==> src/rtl/mult_seq_pkg.sv <==
// rtl/mult_seq_pkg.sv - shared types, default width and parity helper for the multiplier request sequencer
package mult_seq_pkg;

    localparam int DATA_W = 16;

    typedef enum logic [1:0] {
        IDLE,
        REQ,
        WAIT_RES,
        RSP
    } state_e;

    typedef struct packed {
        logic res_par;
        logic arg;
        logic timeout;
    } rsp_flags_t;

    // Operands are zero-extended before the call, which leaves the parity unchanged
    function automatic logic even_par(input logic [63:0] v);
        return ^v;
    endfunction

endpackage

==> src/rtl/mult_req_sequencer_if.sv <==
// rtl/mult_req_sequencer_if.sv - command/response streams and multiplier req/ack bus of the sequencer
interface mult_req_sequencer_if #(
    parameter int DATA_W = mult_seq_pkg::DATA_W
);
    logic                  cmd_valid;
    logic                  cmd_ready;
    logic [DATA_W-1:0]     cmd_a;
    logic [DATA_W-1:0]     cmd_b;
    logic                  cmd_inj_a;
    logic                  cmd_inj_b;

    logic                  rsp_valid;
    logic                  rsp_ready;
    logic [2*DATA_W-1:0]   rsp_result;
    logic                  rsp_res_par_err;
    logic                  rsp_arg_err;
    logic                  rsp_timeout;

    logic                  req;
    logic [DATA_W-1:0]     arg_a;
    logic [DATA_W-1:0]     arg_b;
    logic                  arg_a_parity;
    logic                  arg_b_parity;
    logic                  ack;
    logic [2*DATA_W-1:0]   result;
    logic                  result_parity;
    logic                  result_rdy;
    logic                  arg_parity_error;

    modport master (
        input  cmd_valid, cmd_a, cmd_b, cmd_inj_a, cmd_inj_b,
        output cmd_ready,
        output rsp_valid, rsp_result, rsp_res_par_err, rsp_arg_err, rsp_timeout,
        input  rsp_ready,
        output req, arg_a, arg_b, arg_a_parity, arg_b_parity,
        input  ack, result, result_parity, result_rdy, arg_parity_error
    );

    modport slave (
        output cmd_valid, cmd_a, cmd_b, cmd_inj_a, cmd_inj_b,
        input  cmd_ready,
        input  rsp_valid, rsp_result, rsp_res_par_err, rsp_arg_err, rsp_timeout,
        output rsp_ready,
        input  req, arg_a, arg_b, arg_a_parity, arg_b_parity,
        output ack, result, result_parity, result_rdy, arg_parity_error
    );

endinterface

==> src/rtl/mult_seq_timer.sv <==
// rtl/mult_seq_timer.sv - saturating wait counter that flags expiry on its last count
module mult_seq_timer #(
    parameter int TIMEOUT = 64,
    localparam int CNT_W  = $clog2(TIMEOUT)
) (
    input  logic clk,
    input  logic rst,
    input  logic clear,
    input  logic enable,
    output logic expire
);
    localparam logic [CNT_W-1:0] LAST = CNT_W'(TIMEOUT - 1);

    logic [CNT_W-1:0] cnt;

    always_ff @(posedge clk) begin
        if (rst || clear) begin
            cnt <= '0;
        end else if (enable && cnt != LAST) begin
            cnt <= cnt + 1'b1;
        end
    end

    assign expire = enable && (cnt == LAST);

endmodule

==> src/rtl/mult_req_sequencer.sv <==
// rtl/mult_req_sequencer.sv - drives one multiplier transaction per command and returns product plus error flags
module mult_req_sequencer
    import mult_seq_pkg::*;
#(
    parameter int TIMEOUT = 64
) (
    input  logic                 clk,
    input  logic                 rst,
    mult_req_sequencer_if.master bus
);
    localparam rsp_flags_t TIMEOUT_FLAGS = '{res_par: 1'b0, arg: 1'b0, timeout: 1'b1};

    state_e     state;
    rsp_flags_t flags;
    rsp_flags_t event_flags;
    logic       timer_clear;
    logic       timer_enable;
    logic       expire;

    // A reported argument fault explains any bad result parity, so it masks the result error
    assign event_flags = '{
        res_par: (bus.result_parity != even_par(64'(bus.result))) && !bus.arg_parity_error,
        arg:     bus.arg_parity_error,
        timeout: 1'b0
    };

    assign timer_clear  = (state == IDLE) || (state == RSP) || (state == REQ && bus.ack);
    assign timer_enable = (state == REQ) || (state == WAIT_RES);

    mult_seq_timer #(.TIMEOUT(TIMEOUT)) u_timer (
        .clk    (clk),
        .rst    (rst),
        .clear  (timer_clear),
        .enable (timer_enable),
        .expire (expire)
    );

    assign bus.rsp_res_par_err = flags.res_par;
    assign bus.rsp_arg_err     = flags.arg;
    assign bus.rsp_timeout     = flags.timeout;

    always_ff @(posedge clk) begin
        if (rst) begin
            state            <= IDLE;
            bus.cmd_ready    <= 1'b0;
            bus.rsp_valid    <= 1'b0;
            bus.rsp_result   <= '0;
            flags            <= '0;
            bus.req          <= 1'b0;
            bus.arg_a        <= '0;
            bus.arg_b        <= '0;
            bus.arg_a_parity <= 1'b0;
            bus.arg_b_parity <= 1'b0;
        end else begin
            case (state)
                IDLE: begin
                    if (bus.cmd_ready && bus.cmd_valid) begin
                        bus.cmd_ready    <= 1'b0;
                        bus.req          <= 1'b1;
                        bus.arg_a        <= bus.cmd_a;
                        bus.arg_b        <= bus.cmd_b;
                        bus.arg_a_parity <= even_par(64'(bus.cmd_a)) ^ bus.cmd_inj_a;
                        bus.arg_b_parity <= even_par(64'(bus.cmd_b)) ^ bus.cmd_inj_b;
                        state            <= REQ;
                    end else begin
                        bus.cmd_ready <= 1'b1;
                    end
                end
                REQ: begin
                    if (bus.ack) begin
                        bus.req <= 1'b0;
                        if (bus.result_rdy) begin
                            bus.rsp_result <= bus.result;
                            flags          <= event_flags;
                            bus.rsp_valid  <= 1'b1;
                            state          <= RSP;
                        end else begin
                            state <= WAIT_RES;
                        end
                    end else if (expire) begin
                        bus.req        <= 1'b0;
                        bus.rsp_result <= '0;
                        flags          <= TIMEOUT_FLAGS;
                        bus.rsp_valid  <= 1'b1;
                        state          <= RSP;
                    end
                end
                WAIT_RES: begin
                    if (bus.result_rdy) begin
                        bus.rsp_result <= bus.result;
                        flags          <= event_flags;
                        bus.rsp_valid  <= 1'b1;
                        state          <= RSP;
                    end else if (expire) begin
                        bus.rsp_result <= '0;
                        flags          <= TIMEOUT_FLAGS;
                        bus.rsp_valid  <= 1'b1;
                        state          <= RSP;
                    end
                end
                RSP: begin
                    if (bus.rsp_ready) begin
                        bus.rsp_valid <= 1'b0;
                        bus.cmd_ready <= 1'b1;
                        state         <= IDLE;
                    end
                end
                default: state <= IDLE;
            endcase
        end
    end

endmodule

==> src/flat_wrapper.sv <==
// flat-port wrapper written by rule: the top's interface ports become plain ports
module mult_req_sequencer_flat import mult_seq_pkg::*;
#(
    parameter int TIMEOUT = 64
)
  (clk, rst, bus_cmd_valid, bus_cmd_a, bus_cmd_b, bus_cmd_inj_a, bus_cmd_inj_b, bus_cmd_ready, bus_rsp_valid, bus_rsp_result, bus_rsp_res_par_err, bus_rsp_arg_err, bus_rsp_timeout, bus_rsp_ready, bus_req, bus_arg_a, bus_arg_b, bus_arg_a_parity, bus_arg_b_parity, bus_ack, bus_result, bus_result_parity, bus_result_rdy, bus_arg_parity_error);
  mult_req_sequencer_if bus_i ();
  input  logic clk;
  input  logic rst;
  input wire logic [$bits(bus_i.cmd_valid)-1:0] bus_cmd_valid;
  input wire logic [$bits(bus_i.cmd_a)-1:0] bus_cmd_a;
  input wire logic [$bits(bus_i.cmd_b)-1:0] bus_cmd_b;
  input wire logic [$bits(bus_i.cmd_inj_a)-1:0] bus_cmd_inj_a;
  input wire logic [$bits(bus_i.cmd_inj_b)-1:0] bus_cmd_inj_b;
  output wire logic [$bits(bus_i.cmd_ready)-1:0] bus_cmd_ready;
  output wire logic [$bits(bus_i.rsp_valid)-1:0] bus_rsp_valid;
  output wire logic [$bits(bus_i.rsp_result)-1:0] bus_rsp_result;
  output wire logic [$bits(bus_i.rsp_res_par_err)-1:0] bus_rsp_res_par_err;
  output wire logic [$bits(bus_i.rsp_arg_err)-1:0] bus_rsp_arg_err;
  output wire logic [$bits(bus_i.rsp_timeout)-1:0] bus_rsp_timeout;
  input wire logic [$bits(bus_i.rsp_ready)-1:0] bus_rsp_ready;
  output wire logic [$bits(bus_i.req)-1:0] bus_req;
  output wire logic [$bits(bus_i.arg_a)-1:0] bus_arg_a;
  output wire logic [$bits(bus_i.arg_b)-1:0] bus_arg_b;
  output wire logic [$bits(bus_i.arg_a_parity)-1:0] bus_arg_a_parity;
  output wire logic [$bits(bus_i.arg_b_parity)-1:0] bus_arg_b_parity;
  input wire logic [$bits(bus_i.ack)-1:0] bus_ack;
  input wire logic [$bits(bus_i.result)-1:0] bus_result;
  input wire logic [$bits(bus_i.result_parity)-1:0] bus_result_parity;
  input wire logic [$bits(bus_i.result_rdy)-1:0] bus_result_rdy;
  input wire logic [$bits(bus_i.arg_parity_error)-1:0] bus_arg_parity_error;
  assign bus_i.cmd_valid = bus_cmd_valid;
  assign bus_i.cmd_a = bus_cmd_a;
  assign bus_i.cmd_b = bus_cmd_b;
  assign bus_i.cmd_inj_a = bus_cmd_inj_a;
  assign bus_i.cmd_inj_b = bus_cmd_inj_b;
  assign bus_cmd_ready = bus_i.cmd_ready;
  assign bus_rsp_valid = bus_i.rsp_valid;
  assign bus_rsp_result = bus_i.rsp_result;
  assign bus_rsp_res_par_err = bus_i.rsp_res_par_err;
  assign bus_rsp_arg_err = bus_i.rsp_arg_err;
  assign bus_rsp_timeout = bus_i.rsp_timeout;
  assign bus_i.rsp_ready = bus_rsp_ready;
  assign bus_req = bus_i.req;
  assign bus_arg_a = bus_i.arg_a;
  assign bus_arg_b = bus_i.arg_b;
  assign bus_arg_a_parity = bus_i.arg_a_parity;
  assign bus_arg_b_parity = bus_i.arg_b_parity;
  assign bus_i.ack = bus_ack;
  assign bus_i.result = bus_result;
  assign bus_i.result_parity = bus_result_parity;
  assign bus_i.result_rdy = bus_result_rdy;
  assign bus_i.arg_parity_error = bus_arg_parity_error;
  mult_req_sequencer #(.TIMEOUT(TIMEOUT)) u_core (.clk(clk), .rst(rst), .bus(bus_i));
endmodule
==> config.mk <==
export PLATFORM = sky130hd
export DESIGN_NAME = mult_req_sequencer_flat
export DESIGN_NICKNAME = d
export VERILOG_FILES = /design/src/rtl/mult_seq_pkg.sv /design/src/rtl/mult_req_sequencer_if.sv /design/src/rtl/mult_seq_timer.sv /design/src/rtl/mult_req_sequencer.sv /design/src/flat_wrapper.sv
export SDC_FILE = /design/constraint.sdc
export NUM_CORES = 1
export LEC_CHECK = 0
export CORE_UTILIZATION = 45
export CTS_CLUSTER_DIAMETER = 80
export DETAILED_ROUTE_END_ITERATION = 6
export GPL_TIMING_DRIVEN = 0
export PLACE_DENSITY = 0.81
export SETUP_SLACK_MARGIN = 0.02
export SKIP_LAST_GASP = 1
export SLEW_MARGIN = 20
export SYNTH_ARGS = -nofsm -noshare
export SYNTH_HDL_FRONTEND = slang
export SYNTH_SLANG_ARGS = --single-unit
==> constraint.sdc <==
create_clock -name clk -period 4.3 [get_ports clk]
set_input_delay 0.43 -clock clk [delete_from_list [all_inputs] [get_ports clk]]
set_output_delay 0.43 -clock clk [all_outputs]
set_load 0.02 [all_outputs]
== Word-level counts from Yosys, hierarchy flattened ==
Cells that the tools add are included.
Storage, ports and cells
  output and inout port bits: 72
  word-level logic and storage cells: 80
  flip-flop bits (word level): 80
  bits of input ports: 74
Operators by class
  reduce and logical (&&, ||, !) cells: 24
  add/subtract/negate cells: 1
  equality and inequality tests: 10
  muxes and demuxes: 30
  bitwise gates (word level): 2
Operators with widths (count)
  $reduce_xor 64->1: 3
  $mux 32: 4
  $pmux 32 s2: 1
  $mux 3: 4
  $mux 1: 11
  $mux 2: 5
  $pmux 2 s4: 1
  $reduce_and 2->1: 4
  $add 6x1->6 const B: 1
  $eq 6x6->1 const B: 1
  $ne 6x6->1 const B: 1
  $pmux 3 s2: 1
  $reduce_and 3->1: 2
  $reduce_bool 2->1: 3
  $logic_and 1x1->1: 5
  $eq 2x2->1 const B: 2
  $logic_or 1x1->1: 4
  $ne 2x2->1 const B: 2
  $pmux 1 s2: 2
  $ne 3x2->1 const B: 1
  $ne 3x3->1 const B: 1
  $pmux 1 s3: 1
  $reduce_bool 3->1: 1
  $eq 2x1->1 const B: 1
  4 further kinds: 5

== Logic depth before layout (Yosys ltp) ==
  depth after elaboration: 6
  mapped depth: 9
  mapped depth without buffers: 7

== By module ==
From an unflattened synthesis, not the netlist that was laid out.
Second synthesis, totals
  cells, all modules: 410
  area, all modules: 3557.2 um^2
Modules (own cells, without submodules)
  mult_req_sequencer: cells each 377, area each 3255.6 um^2, sequential area each 1481.4 um^2, instances 1
  mult_seq_timer: cells each 33, area each 301.5 um^2, sequential area each 120.1 um^2, instances 1

== Least setup slack after synthesis ==
OpenSTA, ideal clock, no wires.
  kind: reg-to-reg
  start point: register u_core.state[0]
  end point: register u_core.bus.rsp_result[22]
  cell stages (with the launch flop): 8
  path buffers: 2
  setup time: 0.070 ns
  clock period less this slack: 1.697 ns
  data required time: 4.230 ns
  arrival time: 1.626 ns
  setup slack: 2.603 ns
  path through: dfxtp_1 -> inv_1 -> ha_1 -> mux2i_1 -> buf_2 -> clkbuf_1 -> o21ai_0 -> a21oi_1
Between the ends
  longest elaborated chain between the ends: 6
  elaborated cells between the ends (all ways): 11
  those cells by class: eq/ne: 3; mux: 4; reduce/logical: 4
Ends and longest elaborated chain
  start, declared: line mult_req_sequencer.sv:13  | state_e state;
  start signal, assigned: line mult_req_sequencer.sv:44  | state <= IDLE;
  start signal, assigned: line mult_req_sequencer.sv:64  | state <= REQ;
  start signal, assigned: line mult_req_sequencer.sv:76  | state <= RSP;
  $eq 2x1->1 / $eq 2x2->1 (equally long branches): line mult_req_sequencer.sv:28, mult_req_sequencer.sv:55
  $logic_or 1x1->1: line mult_req_sequencer.sv:28  | assign timer_enable = (state == REQ) || (state == WAIT_RES);
  $logic_and 1x1->1: line mult_seq_timer.sv:24  | assign expire = enable && (cnt == LAST);
  $mux 32
  $mux 32, on equally long branches
  $pmux 32 s2: line mult_req_sequencer.sv:55  | case (state)
  end signal, assigned: line mult_req_sequencer.sv:73  | bus.rsp_result <= bus.result;
  end signal, assigned: line mult_req_sequencer.sv:90  | bus.rsp_result <= bus.result;
  end, declared: line mult_req_sequencer_if.sv:33  | output rsp_valid, rsp_result, rsp_res_par_err, rsp_arg_err, rsp_timeout,
Parallel ways exist; a longest one is shown, timed or not.
A chain may end at the register's enable or synchronous reset.

== Worst setup path after layout ==
  start point: register u_core.state[0]
  end point: register u_core.bus.rsp_result[25]
The elaborated chain is that of the path after synthesis.

==> flow_metrics.py <==
metrics = {
    "worst_setup_path": {
        "cp_top_family": "buffers and inverters",
        "crit_start": "u_core.state[0]$_SDFFE_PP0P_",
        "crit_buf_inv": 3,
        "critPathCaptureType": "flop",
        "cp.required_ns": 4.56,
        "critPathSlowestCell": "mux2i_1",
        "crit_path_start_kind": "flop",
        "r2r-end": "u_core.bus.rsp_result[25]$_SDFFE_PP0P_",
        "worstReg2RegStart": "u_core.state[0]$_SDFFE_PP0P_",
        "worstPathCellList": "inv_1 -> ha_1 -> mux2i_1 -> buf_2 -> clkbuf_1 -> o21ai_0 -> a21oi_1",
        "r2r_cells": 7,
        "rrSetupSlack_ns": 2.04,
        "cp.arrival_ns": 2.52,
        "critPathMaxStageDelay_ns": 0.48,
        "worstSetupPathType": "flop to flop",
        "critPathMaxFanout": 10,
    },
    "final_layout": {
        "final_cell_mix": "clkdlybuf4s50_1 (145), nor2_1 (83), dfxtp_1 (80), nand2_1 (78), a21oi_1 (73)",
        "fill_cells": 693,
        "drive_above_1_share": 0.0338,
        "instances_no_fill": 786,
        "fin_area_sq_um": 5720,
        "nets": 755,
        "diodes": 0,
        "utilization": 0.686,
        "final_common_cell": "clkdlybuf4s50_1",
        "synthToLayoutAreaGrowth_pct": 45.5,
    },
    "global_routing": {
        "globalRouteMet3Util": 0.0957,
        "antenna_found_initial": 0,
        "gr-usage-met2": 0.433,
        "overflow": 0,
        "grt_usage": 0.247,
        "grt_pass1_wl_um": 17400,
        "use_met1": 0.276,
        "grt_pass1_vias": 3944,
        "top_usage_layer": "met2",
        "grt_max_degree": 15,
    },
    "detailed_routing": {
        "drt_first_pass_iters": 4,
        "drc_errors": 0,
        "drt-initial-drc-count": 154,
        "routed_wl_um": 11400,
        "drt-vias-per-instance": 5.23,
        "drt.antenna.violating_nets": 0,
        "via_count": 4111,
        "wl_per_cell_um": 14.5,
    },
    "sta": {
        "fin_setup_tns_ns": 0,
        "hold_violations": 0,
        "slew_headroom": 0.552,
        "max_freq_mhz": 443,
        "maxSlewViolCount": 0,
        "setup_viol": 0,
        "fin_crit_ns": 2.26,
        "post-route-period-util": 0.525,
        "setup_ws_ns": 2.04,
        "worst_pin_slew_ns": 0.672,
        "rsz0062_at_grt": "false",
        "fin_skew_ns": 0.0105,
    },
    "clock_network": {
        "path_clk_slew_ns": 0.09,
        "cts_buffers": 9,
        "cts.repair.resized": 0,
        "cts_setup_buffers": 0,
        "cts_tree": "done",
        "clock_sinks": 80,
        "cts_buffer_depth": 2,
        "ctsHoldBuffers": 0,
        "cts-root-buf": "clkbuf_8",
        "h-tree-depth": 3,
        "clk_latency_ns": 0.34,
    },
    "placement": {
        "post-place-cells": 770,
        "gp_congestion": 0.798,
        "placed_area_sq_um": 5520,
        "io_buffers": 145,
        "dp_hpwl_um": 8610,
        "post-place-ws_ns": 1.83,
    },
    "die": {
        "fp.coreArea_sq_um": 8340,
        "rows": 33,
        "die_w_um": 95.5,
        "start_util": 0.472,
        "dieArea_sq_um": 9120,
        "die_h_um": 95.5,
        "io-pin-count": 146,
    },
    "worst_hold_path": {
        "min_from": "u_core.bus.arg_b[15]$_SDFFE_PP0P_",
        "min_path_cells": 2,
        "hold_end": "u_core.bus.arg_b[15]$_SDFFE_PP0P_",
        "hold_class": "flop to flop",
    },
    "logic_synthesis": {
        "netlist_instances": 520,
        "synth.distinct_cells": 30,
        "synth_area_per_cell_sq_um": 7.56,
        "synth_top_area_cell": "dfxtp_1",
        "synth-seq-cells": 80,
        "ys_top_cells_by_area": "dfxtp_1 (41%), xnor2_1 (11%), a21oi_1 (9.3%)",
        "ys_warn_count": 0,
        "synth_fp_nets": 599,
        "synth_seq_area_share": 0.407,
        "synth_top_area_frac": 0.407,
        "syn_area_sq_um": 3930,
    },
    "power": {
        "ir_drop_mv": 0.203,
        "p_leak_nw": 1.96,
        "power_density_nw_per_um2": 426,
    },
    "run_status": {
        "status": "finished, final reports clean",
    },
    "job": {
        "max_cap_violations": 0,
    },
}
## cell type report
class | instances | area, sq um | area share
clock inverters | 6 | 67.6 | 0.0118
well taps | 105 | 131 | 0.0230
plain buffers | 32 | 126 | 0.0221
repair buffers | 145 | 1450 | 0.254
flip-flops and latches | 80 | 1600 | 0.280
clock buffers | 10 | 138 | 0.0241
inverters | 4 | 15.0 | 0.00262
multi-input cells | 404 | 2190 | 0.383
## worst max path at each step
stage | end | slack (ns) | depth (start not counted)
after floorplan | u_core.bus.rsp_result[22]$_SDFFE_PP0P_ | 2.60 | 7
after global placement | u_core.bus.rsp_result[10]$_SDFFE_PP0P_ | 1.91 | 6
after detailed placement | u_core.bus.rsp_result[6]$_SDFFE_PP0P_ | 1.83 | 6
after CTS | u_core.bus.rsp_result[25]$_SDFFE_PP0P_ | 2.09 | 7
after global routing | u_core.bus.rsp_result[6]$_SDFFE_PP0P_ | 1.83 | 7
final | u_core.bus.rsp_result[25]$_SDFFE_PP0P_ | 2.04 | 7
## worst reg2reg max path: stages, from the launching register on
cell      delay [ns]
dfxtp_1         0.35
inv_1           0.11
ha_1            0.27
mux2i_1         0.48
buf_2           0.31
clkbuf_1        0.35
o21ai_0         0.13
a21oi_1         0.18
## synth_stat cells (all sizes together)
cell and number:
o211ai 1, a311oi 1, o311ai 1, ha 5, nor2b 3, nand3b 1
or2 1, nand2 78, mux2i 1, clkbuf 27, and3 2, nand3 4
dfxtp 80, and2 1, nor3 4, o22ai 2, a211oi 1, inv 4
xnor3 3, nand2b 3, nor2 83, a221oi 1, buf 5, a21oi 73
nand4 1, xnor2 52, nand4b 1, o21ai 72, xor2 9
## stage by stage
step	hold WS [ns]	total power, mW
3_3_place_gp	0.441	1.86
3_5_place_dp	0.448	1.88
2_1_floorplan	0.454	1.48
5_1_grt	0.478	2.58
6_report	0.455	2.43
4_1_cts	0.458	2.45
## flip-flops by register name, summed over array words and instances (netlist names)
| name | count |
|---|---|
| u_core.bus.arg_a | 16 |
| u_core.bus.rsp_arg_err | 1 |
| u_core.bus.rsp_valid | 1 |
| u_core.bus.rsp_result | 32 |
| u_core.bus.cmd_ready | 1 |
| u_core.bus.arg_a_parity | 1 |
| u_core.bus.arg_b | 16 |
| u_core.bus.arg_b_parity | 1 |
| u_core.u_timer.cnt | 6 |
| u_core.bus.rsp_res_par_err | 1 |
| u_core.bus.rsp_timeout | 1 |
| u_core.state | 2 |
| u_core.bus.req | 1 |
## kinds of logic (layout without fill, tap and decap cells)
kind of cell             count (synthesis)  in the layout  share of synthesized area
AO/OA/AOI/OAI                          152            152                      0.198
XOR/XNOR                                64             64                      0.155
adder cells (fa/ha/maj)                  5              5                     0.0159
buffers and inverters                   36            197                     0.0359
flip-flops                              80             80                      0.407
multiplexers                             1              1                    0.00254
AND/OR/NAND/NOR                        182            182                      0.185
## where the power goes
group	internal (mW)	leakage, nW	total, mW	switching (mW)
Sequential	0.838	0.650	0.894	0.0566
Clock	0.286	0.0989	0.570	0.284
Combinational	0.435	1.21	0.970	0.535
## layer usage
| metal | vias up | share of wire |
|---|---|---|
| li1 | 2038 | - |
| met1 | 1892 | 0.40 |
| met2 | 167 | 0.47 |
| met3 | 14 | 0.12 |
| met4 | 0 | 0.015 |
| met5 | - | 0 |
No activity file was read; power rests on OpenSTA's default activity.
